--- src/rtl/ysyx_23060061_gpr_file.sv ---
// ysyx_23060061_gpr_file
//
// General-purpose register file for the pipelined NPC core with an integrated
// write-pending scoreboard. Decode/issue reads operands and claims destination
// registers. Writeback writes results and releases the claims.
//
// Ports:
//   clk          - single clock, all state updates on the rising edge
//   rst_n        - synchronous active-low reset (data, busy bits and sb_err to 0)
//   raddr        - NREAD packed read addresses, port i at [i*AW +: AW]
//   rdata        - NREAD packed read data, port i at [i*DATA_WIDTH +: DATA_WIDTH]
//   rbusy        - per read port: addressed register has a pending write
//   wen          - write enable
//   waddr        - write address
//   wdata        - write data
//   claim        - mark claim_addr as pending
//   claim_addr   - register being claimed
//   release_en   - clear pending bit of release_addr
//   release_addr - register being released
//   flush        - clear all pending bits
//   sb_err       - sticky scoreboard protocol error (double claim / stray release)

module ysyx_23060061_gpr_file #(
    parameter int unsigned NREGS      = 32,
    parameter int unsigned DATA_WIDTH = 32,
    parameter int unsigned NREAD      = 2,
    parameter bit          ZERO_REG   = 1'b1,
    parameter bit          BYPASS     = 1'b1,
    localparam int unsigned AW        = $clog2(NREGS)
) (
    input  logic                        clk,
    input  logic                        rst_n,

    input  logic [NREAD*AW-1:0]         raddr,
    output logic [NREAD*DATA_WIDTH-1:0] rdata,
    output logic [NREAD-1:0]            rbusy,

    input  logic                        wen,
    input  logic [AW-1:0]               waddr,
    input  logic [DATA_WIDTH-1:0]       wdata,

    input  logic                        claim,
    input  logic [AW-1:0]               claim_addr,
    input  logic                        release_en,
    input  logic [AW-1:0]               release_addr,
    input  logic                        flush,

    output logic                        sb_err
);

    // ------------------------------------------------------------------
    // State
    // ------------------------------------------------------------------
    logic [DATA_WIDTH-1:0] regs_q [NREGS];
    logic [NREGS-1:0]      busy_q;
    logic [NREGS-1:0]      busy_d;
    logic                  sb_err_q;
    logic                  sb_err_d;

    // ------------------------------------------------------------------
    // Effective request qualifiers (x0 hardwiring suppresses everything)
    // ------------------------------------------------------------------
    logic wr_eff;
    logic claim_eff;
    logic rel_eff;
    logic same_cr;     // claim and release target the same register
    logic claim_dup;   // claim of a register that is already pending
    logic rel_stray;   // release of a register that is not pending

    always_comb begin
        wr_eff    = wen        && !(ZERO_REG && (waddr        == '0));
        claim_eff = claim      && !(ZERO_REG && (claim_addr   == '0));
        rel_eff   = release_en && !(ZERO_REG && (release_addr == '0));
        same_cr   = claim_eff && rel_eff && (claim_addr == release_addr);

        // A same-cycle release of the claimed register makes the re-claim legal
        // (the old producer retires as the new one issues), and vice versa.
        claim_dup = claim_eff && busy_q[claim_addr]    && !same_cr;
        rel_stray = rel_eff   && !busy_q[release_addr] && !same_cr;
    end

    // ------------------------------------------------------------------
    // Busy-bit next state: flush > claim > release > hold
    // ------------------------------------------------------------------
    always_comb begin
        busy_d = busy_q;
        for (int r = 0; r < int'(NREGS); r++) begin
            if (flush) begin
                busy_d[r] = 1'b0;
            end else if (claim_eff && (claim_addr == AW'(r))) begin
                busy_d[r] = 1'b1;
            end else if (rel_eff && (release_addr == AW'(r))) begin
                busy_d[r] = 1'b0;
            end
        end
    end

    // Sticky error; a flush squashes the whole cycle's scoreboard traffic so
    // nothing it carries is counted as a protocol violation.
    always_comb begin
        sb_err_d = sb_err_q;
        if (!flush && (claim_dup || rel_stray)) begin
            sb_err_d = 1'b1;
        end
    end

    // ------------------------------------------------------------------
    // Sequential state
    // ------------------------------------------------------------------
    always_ff @(posedge clk) begin
        if (!rst_n) begin
            for (int r = 0; r < int'(NREGS); r++) begin
                regs_q[r] <= '0;
            end
            busy_q   <= '0;
            sb_err_q <= 1'b0;
        end else begin
            // Flush does not block the data write.
            if (wr_eff) begin
                regs_q[waddr] <= wdata;
            end
            busy_q   <= busy_d;
            sb_err_q <= sb_err_d;
        end
    end

    // ------------------------------------------------------------------
    // Combinational read ports
    // ------------------------------------------------------------------
    always_comb begin
        rdata = '0;
        rbusy = '0;
        for (int p = 0; p < int'(NREAD); p++) begin
            logic [AW-1:0] ra;
            ra = raddr[p*AW +: AW];
            if (ZERO_REG && (ra == '0)) begin
                rdata[p*DATA_WIDTH +: DATA_WIDTH] = '0;
                rbusy[p]                          = 1'b0;
            end else begin
                if (BYPASS && wr_eff && (waddr == ra)) begin
                    rdata[p*DATA_WIDTH +: DATA_WIDTH] = wdata;
                end else begin
                    rdata[p*DATA_WIDTH +: DATA_WIDTH] = regs_q[ra];
                end
                // Busy is never bypassed: it is the registered state only.
                rbusy[p] = busy_q[ra];
            end
        end
    end

    assign sb_err = sb_err_q;

endmodule

--- config.mk ---
export PLATFORM = sky130hd
export DESIGN_NAME = ysyx_23060061_gpr_file
export DESIGN_NICKNAME = d
export VERILOG_FILES = /design/src/rtl/ysyx_23060061_gpr_file.sv
export SDC_FILE = /design/constraint.sdc
export NUM_CORES = 2
export LEC_CHECK = 0
export BUFFER_PORTS_ARGS = -buffer_cell sky130_fd_sc_hd__buf_2
export CAP_MARGIN = 20
export CELL_PAD_IN_SITES_DETAIL_PLACEMENT = 0
export CELL_PAD_IN_SITES_GLOBAL_PLACEMENT = 2
export CORE_ASPECT_RATIO = 1.2
export CORE_MARGIN = 2
export CORE_UTILIZATION = 45
export CTS_CLUSTER_DIAMETER = 150
export CTS_CLUSTER_SIZE = 25
export DETAILED_ROUTE_END_ITERATION = 7
export GPL_TIMING_DRIVEN = 0
export PLACE_DENSITY_LB_ADDON = 0.15
export SETUP_SLACK_MARGIN = 0.2
export SLEW_MARGIN = 20
export SYNTH_ARGS = -nofsm -noshare
export SYNTH_HDL_FRONTEND = slang
export SYNTH_SLANG_ARGS = --single-unit
--- constraint.sdc ---
create_clock -name clk -period 5.97 [get_ports clk]
set_input_delay 0 -clock clk [delete_from_list [all_inputs] [get_ports clk]]
set_output_delay 0 -clock clk [all_outputs]
set_load 0.05 [all_outputs]
==> results.json <==
{
  "rsz0062_at_grt": "no",
  "path_clk_slew_ps": 130,
  "placed_area_um2": 62300,
  "postCtsSetupRepairBufs": 0,
  "gp_congestion": 0.967,
  "routed_wl_um": 244000,
  "synth_top_area_share": 0.534,
  "grt_max_degree": 27,
  "cts_tree": "yes",
  "worst_slack_ps": 1210,
  "stdcell_area_um2": 64100,
  "die_area_um2": 131000,
  "avgSynthCellArea_um2": 14.8,
  "io_pins": 130,
  "nFillCells": 10700,
  "setup_violations": 0,
  "drv_slew": 0,
  "synth_edf_count": 1024,
  "power_density_nw_per_um2": 247,
  "final_cells": 5890,
  "clock_skew_ps": 16.1,
  "synthTopCellsByCount": "edfxtp_1 (1024), and2_1 (994), mux4_2 (556)",
  "finalSetupTns_ps": 0,
  "synth_area_um2": 57600,
  "clockRootBuffer": "clkbuf_16",
  "port_buffers": 108,
  "crit_fanout": 10,
  "maxCapViolations": 0,
  "dpl.hpwl_um": 190000,
  "antenna_found_initial": 19,
  "grt_pass1_vias": 37900,
  "post-route-period-util": 0.797,
  "ys_seq_area_frac": 0.545,
  "hold_violations": 0,
  "num-nets-final": 4260,
  "max_freq_mhz": 210,
  "synth_top_cell_by_area": "edfxtp_1",
  "slew_headroom": 0.147,
  "ant_nets": 0,
  "p_leak_nw": 21.7,
  "wl_per_cell_um": 41.4,
  "vias_per_cell": 6.65,
  "cts_resized": 0,
  "async_flop_share": 0,
  "drtPass1Iterations": 6,
  "vias": 39100,
  "worst_skew_pair.late_latency_ps": 690,
  "ys_types": 57,
  "numCtsBuffers": 48,
  "drt_iter0_markers": 6018,
  "synth-seq-cells": 1057,
  "hold_class": "in -> reg",
  "cp-end-kind": "output port",
  "critical_path_class": "in -> out",
  "p_total_mw": 15.8,
  "core-area_um2": 127000,
  "drc": 0,
  "startpoint_type": "input pin",
  "cp.arrival_ps": 4760,
  "drive_gt1_frac": 0.240,
  "tightest_slew_ps": 1270,
  "synth_top_flop_cell": "edfxtp_1",
  "h-tree-depth": 2,
  "ctsLongestPathBuffers": 3,
  "die_h_um": 396,
  "finalCriticalPeriod_ps": 4760,
  "row_count": 143,
  "start_util": 0.454,
  "gr-total-overflow": 0,
  "vdd_drop_max_mv": 0.225,
  "outcome": "finished, final reports clean",
  "synth.area.top_cells": "edfxtp_1 (53%), mux4_2 (22%), and2_1 (11%)",
  "ys_warn_count": 0,
  "post-synth-top-count-cell": "edfxtp_1",
  "grt_pass1_wl_um": 325000,
  "worstPathRequired_ps": 5970,
  "areaGrowthSynthToFinish_pct": 11.3,
  "grt_usage": 0.373,
  "holdWs_ps": 63.3,
  "fin_util": 0.505,
  "post-place-cells": 5771,
  "synth_cells": 3902,
  "dieWidth_um": 331,
  "cts_sinks": 1057,
  "post-place-ws_ps": 1510
}
-- state kept, by name (all words and copies together) (netlist names) --
register  flops
regs_q     1024
busy_q       32
sb_err        1
-- cells by family (layout without fill, tap and decap cells) --
logic type	Yosys count	after routing	synth area share
and+or+nand+nor	1356	1356	0.136
DFF	1057	1057	0.545
muxes	730	730	0.249
buffers and inverters	434	716	0.0311
AOI/OAI and AO/OA	309	309	0.0366
xor gates and xnor gates	15	15	0.00228
other	1	40	0.0000651
-- layout by cell type (no fill, tap or decap), drive strengths merged, types with 20 or more instances in the layout --
| cell type | count |
|---|---|
| a211o | 21 |
| a21oi | 53 |
| and2 | 994 |
| buf | 278 |
| clkbuf | 384 |
| conb | 32 |
| dfxtp | 33 |
| dlygate4sd3 | 42 |
| edfxtp | 1024 |
| mux2 | 53 |
| mux2i | 121 |
| mux4 | 556 |
| nand2 | 220 |
| nand2b | 23 |
| nor2 | 47 |
| o211ai | 20 |
| o21ai | 70 |
| o221ai | 23 |
| o22ai | 45 |
| o31ai | 31 |
-- per-layer routing --
| layer | routed length (um) | global-route usage |
|---|---|---|
| met1 | 90200 | 0.496 |
| met2 | 112000 | 0.577 |
| met3 | 27200 | 0.0847 |
| met4 | 14500 | 0.188 |
| met5 | 79 | 0 |
-- final timing paths --
path	startpoint	slack [ps]	end	depth (start not counted)
worst max-delay path	raddr[1]	1210	rdata[15]	10
worst min-delay path	release_addr[4]	60	busy_q[17]$_SDFFE_PP0P_	4
worst max register to register	busy_q[1]$_SDFFE_PP0P_	3740	sb_err$_SDFFE_PN0P_	6
worst min register to register	busy_q[0]$_SDFFE_PP0P_	520	busy_q[0]$_SDFFE_PP0P_	2
-- critical path, stage by stage --
cell	delay, ps
buf_2	320
buf_2	380
buf_2	590
buf_2	640
buf_2	790
mux2i_1	350
nand2_1	150
a32oi_1	110
o21ai_0	920
buf_2	430
-- timing repair --
item / CTS / global route
hold buffers: 42 / 0
endpoints found under the setup margin: 0 / 0
hold endpoints to repair: 102 / 0
-- layout make-up --
type | instances | area [um2] | area share
flip-flops and latches | 1057 | 31400 | 0.490
multi-input cells | 2442 | 24900 | 0.388
repair buffers | 214 | 2530 | 0.0394
well taps | 1667 | 2090 | 0.0325
plain buffers | 424 | 1820 | 0.0284
clock buffers | 66 | 1290 | 0.0201
clock inverters | 2 | 40.0 | 0.000625
inverters | 10 | 37.5 | 0.000586
diodes | 8 | 20.0 | 0.000312
-- power breakdown --
group          total (mW)  switching [mW]  internal, mW
registers            8.71           0.198          8.51
clock network        4.06            2.52          1.54
logic                3.07            1.99          1.08
Power figures use the tool's default switching activity.
